**src/rtl/decrypt_single_round_pkg.sv**
```systemverilog
// Shared AES definitions: data width, inverse S-box table, InvMixColumns coefficients
// and the GF(2^8) helpers used by both the encrypt and decrypt round paths.
package decrypt_single_round_pkg;

    localparam int unsigned AES_DATA_WIDTH = 128;

    // Entry n lives at bits [2047-8n -: 8].
    localparam logic [2047:0] INV_SBOX = {
        128'h52096ad53036a538bf40a39e81f3d7fb, 128'h7ce339829b2fff87348e4344c4dee9cb,
        128'h547b9432a6c2233dee4c950b42fac34e, 128'h082ea16628d924b2765ba2496d8bd125,
        128'h72f8f66486689816d4a45ccc5d65b692, 128'h6c704850fdedb9da5e154657a78d9d84,
        128'h90d8ab008cbcd30af7e45805b8b34506, 128'hd02c1e8fca3f0f02c1afbd0301138a6b,
        128'h3a9111414f67dcea97f2cfcef0b4e673, 128'h96ac7422e7ad3585e2f937e81c75df6e,
        128'h47f11a711d29c5896fb7620eaa18be1b, 128'hfc563e4bc6d279209adbc0fe78cd5af4,
        128'h1fdda8338807c731b11210592780ec5f, 128'h60517fa919b54a0d2de57a9f93c99cef,
        128'ha0e03b4dae2af5b0c8ebbb3c83539961, 128'h172b047eba77d626e169146355210c7d
    };

    localparam logic [7:0] INV_MC_COEF [4] = '{8'h0e, 8'h0b, 8'h0d, 8'h09};

    typedef struct packed {
        logic [AES_DATA_WIDTH-1:0] data;
        logic [AES_DATA_WIDTH-1:0] key;
        logic                      last;
    } s1_t;

    function automatic logic [7:0] xtime(input logic [7:0] a);
        return {a[6:0], 1'b0} ^ (a[7] ? 8'h1b : 8'h00);
    endfunction

    function automatic logic [7:0] gf_mul(input logic [7:0] a, input logic [7:0] coef);
        logic [7:0] acc;
        logic [7:0] term;
        acc  = '0;
        term = a;
        for (int unsigned i = 0; i < 4; i++) begin
            if (coef[i]) acc = acc ^ term;
            term = xtime(term);
        end
        return acc;
    endfunction

    function automatic logic [AES_DATA_WIDTH-1:0] inv_shift_rows(input logic [AES_DATA_WIDTH-1:0] s);
        logic [AES_DATA_WIDTH-1:0] r;
        r = '0;
        for (int unsigned c = 0; c < 4; c++)
            for (int unsigned row = 0; row < 4; row++)
                r[127-8*(4*c+row) -: 8] = s[127-8*(4*((c+4-row)%4)+row) -: 8];
        return r;
    endfunction

    function automatic logic [AES_DATA_WIDTH-1:0] inv_mix_columns(input logic [AES_DATA_WIDTH-1:0] s);
        logic [AES_DATA_WIDTH-1:0] r;
        logic [7:0] acc;
        r = '0;
        for (int unsigned c = 0; c < 4; c++)
            for (int unsigned row = 0; row < 4; row++) begin
                acc = '0;
                for (int unsigned i = 0; i < 4; i++)
                    acc = acc ^ gf_mul(s[127-8*(4*c+(row+i)%4) -: 8], INV_MC_COEF[i]);
                r[127-8*(4*c+row) -: 8] = acc;
            end
        return r;
    endfunction

endpackage

```
**src/rtl/decrypt_single_round_inv_sbox.sv**
```systemverilog
// Combinational AES inverse S-box lookup for one byte.
module inv_sbox
    import decrypt_single_round_pkg::*;
(
    input  logic [7:0] value,
    output logic [7:0] result
);

    assign result = INV_SBOX[2047 - 8*int'(value) -: 8];

endmodule

```
**src/rtl/decrypt_single_round.sv**
```systemverilog
// One AES inverse-cipher round as a 2-stage valid/ready pipeline:
// S1 holds InvSubBytes(InvShiftRows(state)) with its captured key, S2 holds the round result.
module decrypt_single_round
    import decrypt_single_round_pkg::*;
#(
    parameter int unsigned DATA_WIDTH = AES_DATA_WIDTH
) (
    input  logic                  clk,
    input  logic                  rst,
    input  logic                  keyLen,
    input  logic                  round_valid_in,
    output logic                  round_ready_out,
    input  logic                  last_round,
    input  logic [DATA_WIDTH-1:0] state_in,
    input  logic [DATA_WIDTH-1:0] prev_key,
    input  logic [DATA_WIDTH-1:0] key_in,
    output logic [DATA_WIDTH-1:0] state_out,
    output logic                  round_valid_out,
    input  logic                  round_ready_in
);

    logic                  s1_valid;
    logic                  s2_valid;
    logic                  s1_adv;
    logic                  s2_adv;
    logic                  accept;
    s1_t                   s1;
    logic [DATA_WIDTH-1:0] shifted;
    logic [DATA_WIDTH-1:0] sub_bytes;
    logic [DATA_WIDTH-1:0] added;
    logic [DATA_WIDTH-1:0] s2_next;

    assign s2_adv          = !s2_valid || round_ready_in;
    assign s1_adv          = !s1_valid || s2_adv;
    // Gated by reset so upstream sees no room while the pipeline is held clear.
    assign round_ready_out = rst && s1_adv;
    assign accept          = round_valid_in && round_ready_out;

    assign shifted = inv_shift_rows(state_in);

    for (genvar i = 0; i < 16; i++) begin : g_sbox
        inv_sbox u_inv_sbox (
            .value  (shifted[DATA_WIDTH-1-8*i -: 8]),
            .result (sub_bytes[DATA_WIDTH-1-8*i -: 8])
        );
    end

    always_comb begin
        added   = s1.data ^ s1.key;
        s2_next = s1.last ? added : inv_mix_columns(added);
    end

    always_ff @(posedge clk or negedge rst) begin
        if (!rst) begin
            s1_valid <= 1'b0;
            s1       <= '0;
        end else if (s1_adv) begin
            s1_valid <= accept;
            if (accept) begin
                s1.data <= sub_bytes;
                s1.key  <= keyLen ? prev_key : key_in;
                s1.last <= last_round;
            end
        end
    end

    always_ff @(posedge clk or negedge rst) begin
        if (!rst) begin
            s2_valid  <= 1'b0;
            state_out <= '0;
        end else if (s2_adv) begin
            s2_valid <= s1_valid;
            if (s1_valid) state_out <= s2_next;
        end
    end

    assign round_valid_out = s2_valid;

endmodule

```
**config.mk**
```make
export PLATFORM = sky130hd
export DESIGN_NAME = decrypt_single_round
export DESIGN_NICKNAME = d
export VERILOG_FILES = /design/src/rtl/decrypt_single_round_pkg.sv /design/src/rtl/decrypt_single_round_inv_sbox.sv /design/src/rtl/decrypt_single_round.sv
export SDC_FILE = /design/constraint.sdc
export NUM_CORES = 2
export LEC_CHECK = 0
export CORE_ASPECT_RATIO = 2
export CORE_UTILIZATION = 64
export CTS_BUF_LIST = sky130_fd_sc_hd__clkbuf_8
export CTS_CLUSTER_SIZE = 25
export DETAILED_ROUTE_END_ITERATION = 16
export HOLD_SLACK_MARGIN = 0.08
export PLACE_DENSITY = 0.82
export SLEW_MARGIN = 20
export SYNTH_ARGS = -nofsm -noshare
export SYNTH_HDL_FRONTEND = slang
export SYNTH_HIERARCHICAL = 1
export SYNTH_SLANG_ARGS = --single-unit
```
**constraint.sdc**
```tcl
create_clock -name clk -period 3.5 [get_ports clk]
set_input_delay 0.525 -clock clk [delete_from_list [all_inputs] [get_ports clk]]
set_output_delay 0.525 -clock clk [all_outputs]
set_load 0.01 [all_outputs]
```
==> results.sh, run 1 <==
export IMPL_place_hpwl_um=304000
export IMPL_dominant_synthesized_flop_cell="sky130_fd_sc_hd__dfrtp_1"
export IMPL_cts_repair_timing_setup_buffer_count=0
export IMPL_floorplan_die_width_um=255
export IMPL_cts_root_buffer_cell="sky130_fd_sc_hd__clkbuf_8"
export IMPL_synth_compound_area_share_pct=34.3
export IMPL_synth_adder_area_share_pct=3.67
export IMPL_muxShareOfSynthArea_pct=10.6
export IMPL_placement_rows=185
export IMPL_syn_inst=10686
export IMPL_mappedNetlistArea_um2=81900
export IMPL_finalWeightedCongestion=1.43
export IMPL_clock_sinks=387
export IMPL_ys_warn_count=6
export IMPL_synth_edf_count=0
export IMPL_synth_simple_area_share_pct=19.3
export IMPL_htreeDepth=3
export IMPL_synth_area_per_cell_um2=7.66
export IMPL_groute_usage_overall_pct=77.2
export IMPL_synth_ff_latch_count=387
export IMPL_netlist_cell_type_count=79
export IMPL_cts_buffers_inserted=71
export IMPL_synth_nets=11316
export IMPL_holdBufCountCts=1
export IMPL_cts_path_max_buffers=3
export IMPL_first_error="[ERROR GRT-0116] Global routing finished with congestion. Check the congestion regions in the DRC Viewer."
export IMPL_post_synthesis_xor_xnor_area_fraction_pct=12.9
export IMPL_fp_dieH_um=508
export IMPL_grt_overflow_total=1834
export IMPL_netlist_top_cell_by_area="sky130_fd_sc_hd__dfrtp_1"
export IMPL_synth_async_reset_ratio_pct=100
export IMPL_cts_repair_resize_count=0
export IMPL_synth_top_family_by_area="compound AO/OA/AOI/OAI gates"
export IMPL_status="aborted with a tool error"
export IMPL_synthTopCellsByArea="sky130_fd_sc_hd__dfrtp_1, sky130_fd_sc_hd__xnor2_1, sky130_fd_sc_hd__a21oi_1"
export IMPL_initial_core_util_pct=64.5
export IMPL_synth_largest_type_area_fraction_pct=11.8
export IMPL_last_stage_reached="5_1_grt"
export IMPL_wire_length_of_the_first_global_routing_pass_um=775000
export IMPL_port_buffers=519
export IMPL_design_portCount=520
export IMPL_synth_seq_area_share_pct=11.8
export IMPL_via_count_of_the_first_global_routing_pass=112896
export IMPL_grt_start_max_net_pins=166
==> cells in the mapped netlist (49+ instances only) <==
library cell	n
sky130_fd_sc_hd__dfrtp_1	387
sky130_fd_sc_hd__xor2_1	143
sky130_fd_sc_hd__a211oi_1	193
sky130_fd_sc_hd__inv_1	160
sky130_fd_sc_hd__nor3b_1	64
sky130_fd_sc_hd__nand3_1	226
sky130_fd_sc_hd__ha_1	240
sky130_fd_sc_hd__a2111oi_0	64
sky130_fd_sc_hd__buf_1	52
sky130_fd_sc_hd__o221ai_1	112
sky130_fd_sc_hd__nor2_1	368
sky130_fd_sc_hd__a221oi_1	64
sky130_fd_sc_hd__xnor2_1	605
sky130_fd_sc_hd__nand2_1	852
sky130_fd_sc_hd__a21oi_1	784
sky130_fd_sc_hd__nand2b_1	402
sky130_fd_sc_hd__and3_1	80
sky130_fd_sc_hd__nand3b_1	49
sky130_fd_sc_hd__o31ai_1	81
sky130_fd_sc_hd__xnor3_1	90
sky130_fd_sc_hd__o211ai_1	322
sky130_fd_sc_hd__xnor2_2	63
sky130_fd_sc_hd__a21o_1	82
sky130_fd_sc_hd__clkbuf_1	650
sky130_fd_sc_hd__a31oi_1	240
sky130_fd_sc_hd__a32o_1	64
sky130_fd_sc_hd__mux2_2	259
sky130_fd_sc_hd__nor2b_1	320
sky130_fd_sc_hd__a2bb2oi_1	64
sky130_fd_sc_hd__a311oi_1	160
sky130_fd_sc_hd__o21ai_0	774
sky130_fd_sc_hd__a22oi_1	124
sky130_fd_sc_hd__a311o_1	112
sky130_fd_sc_hd__and2_1	50
sky130_fd_sc_hd__or2_2	96
sky130_fd_sc_hd__mux4_2	128
sky130_fd_sc_hd__o311ai_0	144
sky130_fd_sc_hd__nor3_1	257
sky130_fd_sc_hd__buf_2	480
sky130_fd_sc_hd__mux2i_1	289
==> through the flow <==
stage	worst slack, ps	utilization (%)	cells	cell area, um^2	setup TNS [ps]
after floorplan	375	-	10686	81900	0
after global placement	-231	73.8	12847	93600	-1390
after detailed placement	-255	73.8	12847	93600	-2060
after CTS	361	75.1	12975	95300	0
==> cell families after synthesis <==
group           after synthesis
buf+inv                    1407
xor+xnor                    939
compound gates             4016
flops                       387
mux                         676
fa+ha+maj                   240
simple gates               3021
==> layer usage <==
layer | GRT overflow | track usage, %
met4 | 632 | 76.5
met1 | 17 | 74.9
met2 | 1143 | 94.5
met3 | 40 | 63.6
met5 | 2 | 34.9
==> inputs of run 2 (changes only) <==
--- a/config.mk
+++ b/config.mk
@@ -5,13 +5,9 @@
 export SDC_FILE = /design/constraint.sdc
 export NUM_CORES = 2
 export LEC_CHECK = 0
-export CORE_ASPECT_RATIO = 2
-export CORE_UTILIZATION = 64
-export CTS_BUF_LIST = sky130_fd_sc_hd__clkbuf_8
-export CTS_CLUSTER_SIZE = 25
+export CORE_UTILIZATION = 40
 export DETAILED_ROUTE_END_ITERATION = 16
-export HOLD_SLACK_MARGIN = 0.08
-export PLACE_DENSITY = 0.82
+export PLACE_DENSITY_LB_ADDON = 0.15
 export SLEW_MARGIN = 20
 export SYNTH_ARGS = -nofsm -noshare
 export SYNTH_HDL_FRONTEND = slang
==> results.sh, run 2 <==
export IMPL_cts_buffers_inserted=55
export IMPL_mostFrequentLayoutCells="sky130_fd_sc_hd__buf_4, sky130_fd_sc_hd__nand2_1, sky130_fd_sc_hd__a21oi_1, sky130_fd_sc_hd__o21ai_0, sky130_fd_sc_hd__xnor2_1"
export IMPL_p_leak_nw=40.1
export IMPL_regToRegSetupSlack_ps=300
export IMPL_count_of_tritonroute_iterations_in_the_first_routing_pass=9
export IMPL_fp_coreArea_um2=203000
export IMPL_cts_repair_timing_setup_buffer_count=0
export IMPL_timing_setup_tns_ps=0
export IMPL_measured_slew_at_the_worst_slew_check_pin_ps=1120
export IMPL_synthTopCellsByCount="sky130_fd_sc_hd__nand2_1, sky130_fd_sc_hd__a21oi_1, sky130_fd_sc_hd__o21ai_0"
export IMPL_drt_vias_per_instance=6.88
export IMPL_cts_root_buffer_cell="sky130_fd_sc_hd__clkbuf_16"
export IMPL_antenna_found_initial=26
export IMPL_largest_register_ffs=257
export IMPL_most_common_library_cell_in_the_layout_ignoring_fill_and_taps="sky130_fd_sc_hd__buf_4"
export IMPL_initial_core_util_pct=40.4
export IMPL_mappedNetlistArea_um2=81900
export IMPL_detail_route_wl_per_cell_um=29.9
export IMPL_cellPowerDensity_nw_per_um2=681
export IMPL_worstHoldPathType="in -> async"
export IMPL_finalWeightedCongestion=1.08
export IMPL_wire_length_of_the_first_global_routing_pass_um=635000
export IMPL_synth_largest_type_area_fraction_pct=11.8
export IMPL_setup_slack_ps=218
export IMPL_grt_start_max_net_pins=107
export IMPL_setup_worst_path_start="state_in[112]"
export IMPL_cts_repair_resize_count=0
export IMPL_cts_path_max_buffers=3
export IMPL_via_count_of_the_first_global_routing_pass=93292
export IMPL_groute_usage_overall_pct=40.0
export IMPL_synth_ff_latch_count=387
export IMPL_pre_cts_ws_ps=-326
export IMPL_grt_overflow_total=0
export IMPL_worst_ep_required_time_ps=4180
export IMPL_detail_route_drc_violations=0
export IMPL_final_setup_skew_ps=69.9
export IMPL_holdBufCountCts=1
export IMPL_synthTopCellsByArea="sky130_fd_sc_hd__dfrtp_1, sky130_fd_sc_hd__xnor2_1, sky130_fd_sc_hd__a21oi_1"
export IMPL_worst_setup_path_type="in -> reg"
export IMPL_synth_area_per_cell_um2=7.66
export IMPL_drv_cap=0
export IMPL_netlist_cell_type_count=79
export IMPL_floorplan_die_width_um=454
export IMPL_cts_tree="built"
export IMPL_placement_rows=165
export IMPL_clock_sinks=387
export IMPL_synth_edf_count=0
export IMPL_fmax_mhz=305
export IMPL_critPathLaunchType="input pin"
export IMPL_design_portCount=520
export IMPL_min_cycle_time_layout_ps=3280
export IMPL_finalWirelength_um=432000
export IMPL_final_layout_size_suffix_gt1_share_pct=21.9
export IMPL_endpoint_kind="register"
export IMPL_hold_viol=0
export IMPL_floorplan_die_area_um2=206000
export IMPL_port_buffers=519
export IMPL_max_slew_violation_total_from_the_final_report=0
export IMPL_r2r_worst_path_cells=7
export IMPL_r2r_start="s1[199]$_DFFE_PN0P_"
export IMPL_worst_hold_slack_ps=318
export IMPL_vdd_drop_max_uv=995
export IMPL_rsz0062_at_grt="no"
export IMPL_number_of_drc_markers_in_iteration_0=16231
export IMPL_clock_latency_ps=740
export IMPL_synth_async_reset_ratio_pct=100
export IMPL_reg_largest_list="s1 (257), state_out (128)"
export IMPL_ys_warn_count=6
export IMPL_worst_endpoint_arrival_ps=3960
export IMPL_place_hpwl_um=325000
export IMPL_max_slew_margin_rel_pct=24.7
export IMPL_fin_util_pct=49.6
export IMPL_drt_antenna_violating_nets=0
export IMPL_dominant_synthesized_flop_cell="sky130_fd_sc_hd__dfrtp_1"
export IMPL_netlist_top_cell_by_area="sky130_fd_sc_hd__dfrtp_1"
export IMPL_fp_dieH_um=454
export IMPL_num_vias=99214
export IMPL_final_min_period_over_clock_period_pct=93.8
export IMPL_status="completed"
export IMPL_regMostFlops="s1"
export IMPL_worstPathMaxFanout=5
export IMPL_top_count_cell_post_synth="sky130_fd_sc_hd__nand2_1"
export IMPL_r2r_end="state_out[84]$_DFFE_PN0P_"
export IMPL_cts_reportedPaths_clkPinSlew_ps=70
export IMPL_synth_nets=11316
export IMPL_setup_viol=0
export IMPL_syn_inst=10686
export IMPL_endpoint="s1[210]$_DFFE_PN0P_"
export IMPL_synth_seq_area_share_pct=11.8
export IMPL_htreeDepth=2
export IMPL_synthToLayoutAreaGrowth_pct=22.8
export IMPL_finish_net_count=12324
[run 2: cell counts after synthesis]
Identical to the previous run, type by type.
[run 2: through the flow]
step	cells	area (um^2)	total power, mW
5_1_grt	14424	101000	71.8
3_3_place_gp	14308	98600	61.0
3_5_place_dp	14308	98600	61.2
6_report	14429	101000	68.5
4_1_cts	14411	101000	67.8
2_1_floorplan	10686	81900	44.8
[run 2: power by group]
part	leakage [nW]	internal (mW)	switching (mW)
registers	4.70	5.86	1.69
clock network	0.915	3.46	2.60
logic	34.5	26.9	28.0
total	40.1	36.2	32.3
[run 2: cell type report]
| type | instances | area [um^2] |
|---|---|---|
| diodes | 18 | 45.0 |
| clock buffers | 71 | 1520 |
| clock inverters | 31 | 377 |
| fillers | 19852 | 102000 |
| inverters | 177 | 664 |
| multi-input cells | 8892 | 66100 |
| flip-flops and latches | 387 | 9690 |
| well taps | 2672 | 3340 |
| repair buffers | 2181 | 18800 |
[run 2: worst min-delay path by stage]
stage,startpoint,to,slack [ps],depth (start not counted)
2_1_floorplan,rst,round_valid_out$_DFFE_PN0P_,230,0
3_3_place_gp,rst,s1[160]$_DFFE_PN0P_,450,1
3_5_place_dp,rst,s1[24]$_DFFE_PN0P_,450,1
4_1_cts,rst,s1[24]$_DFFE_PN0P_,270,2
5_1_grt,rst,s1[8]$_DFFE_PN0P_,320,2
6_report,rst,state_out[25]$_DFFE_PN0P_,320,2
[run 2: worst max-delay path, cell delays in order]
cell,delay (ps)
sky130_fd_sc_hd__clkdlybuf4s50_1,530
sky130_fd_sc_hd__inv_1,120
sky130_fd_sc_hd__buf_4,180
sky130_fd_sc_hd__ha_1,270
sky130_fd_sc_hd__nand2b_1,320
sky130_fd_sc_hd__buf_4,180
sky130_fd_sc_hd__nand3_1,150
sky130_fd_sc_hd__a311oi_1,880
sky130_fd_sc_hd__nor3_1,100
sky130_fd_sc_hd__a211oi_1,380
sky130_fd_sc_hd__buf_4,180
sky130_fd_sc_hd__mux2_2,130
[run 2: cell families (layout without fill, tap and decap cells)]
kind of cell | Yosys count | in the layout | share of synthesized area [%]
AOI/OAI and AO/OA | 4016 | 4016 | 34.3
xor gates and xnor gates | 939 | 939 | 12.9
adders and majority gates | 240 | 240 | 3.67
buffers and inverters | 1407 | 2460 | 7.41
DFF | 387 | 387 | 11.8
muxes | 676 | 676 | 10.6
other | 0 | 18 | 0
and+or+nand+nor | 3021 | 3021 | 19.3
[run 2: metal layers]
layer  wire length, um  up-vias  part of all wire, %  GRT usage (%)
met5                69        -                0.016              0
met4             31100       10                  7.2           23.9
met3             46500     1706                   11           7.65
met2            190000     7554                   44           61.9
met1            164000    47288                   38           51.3
li1                  -    42656                    -              -
Note: power is estimated with default switching activity, not from simulation.
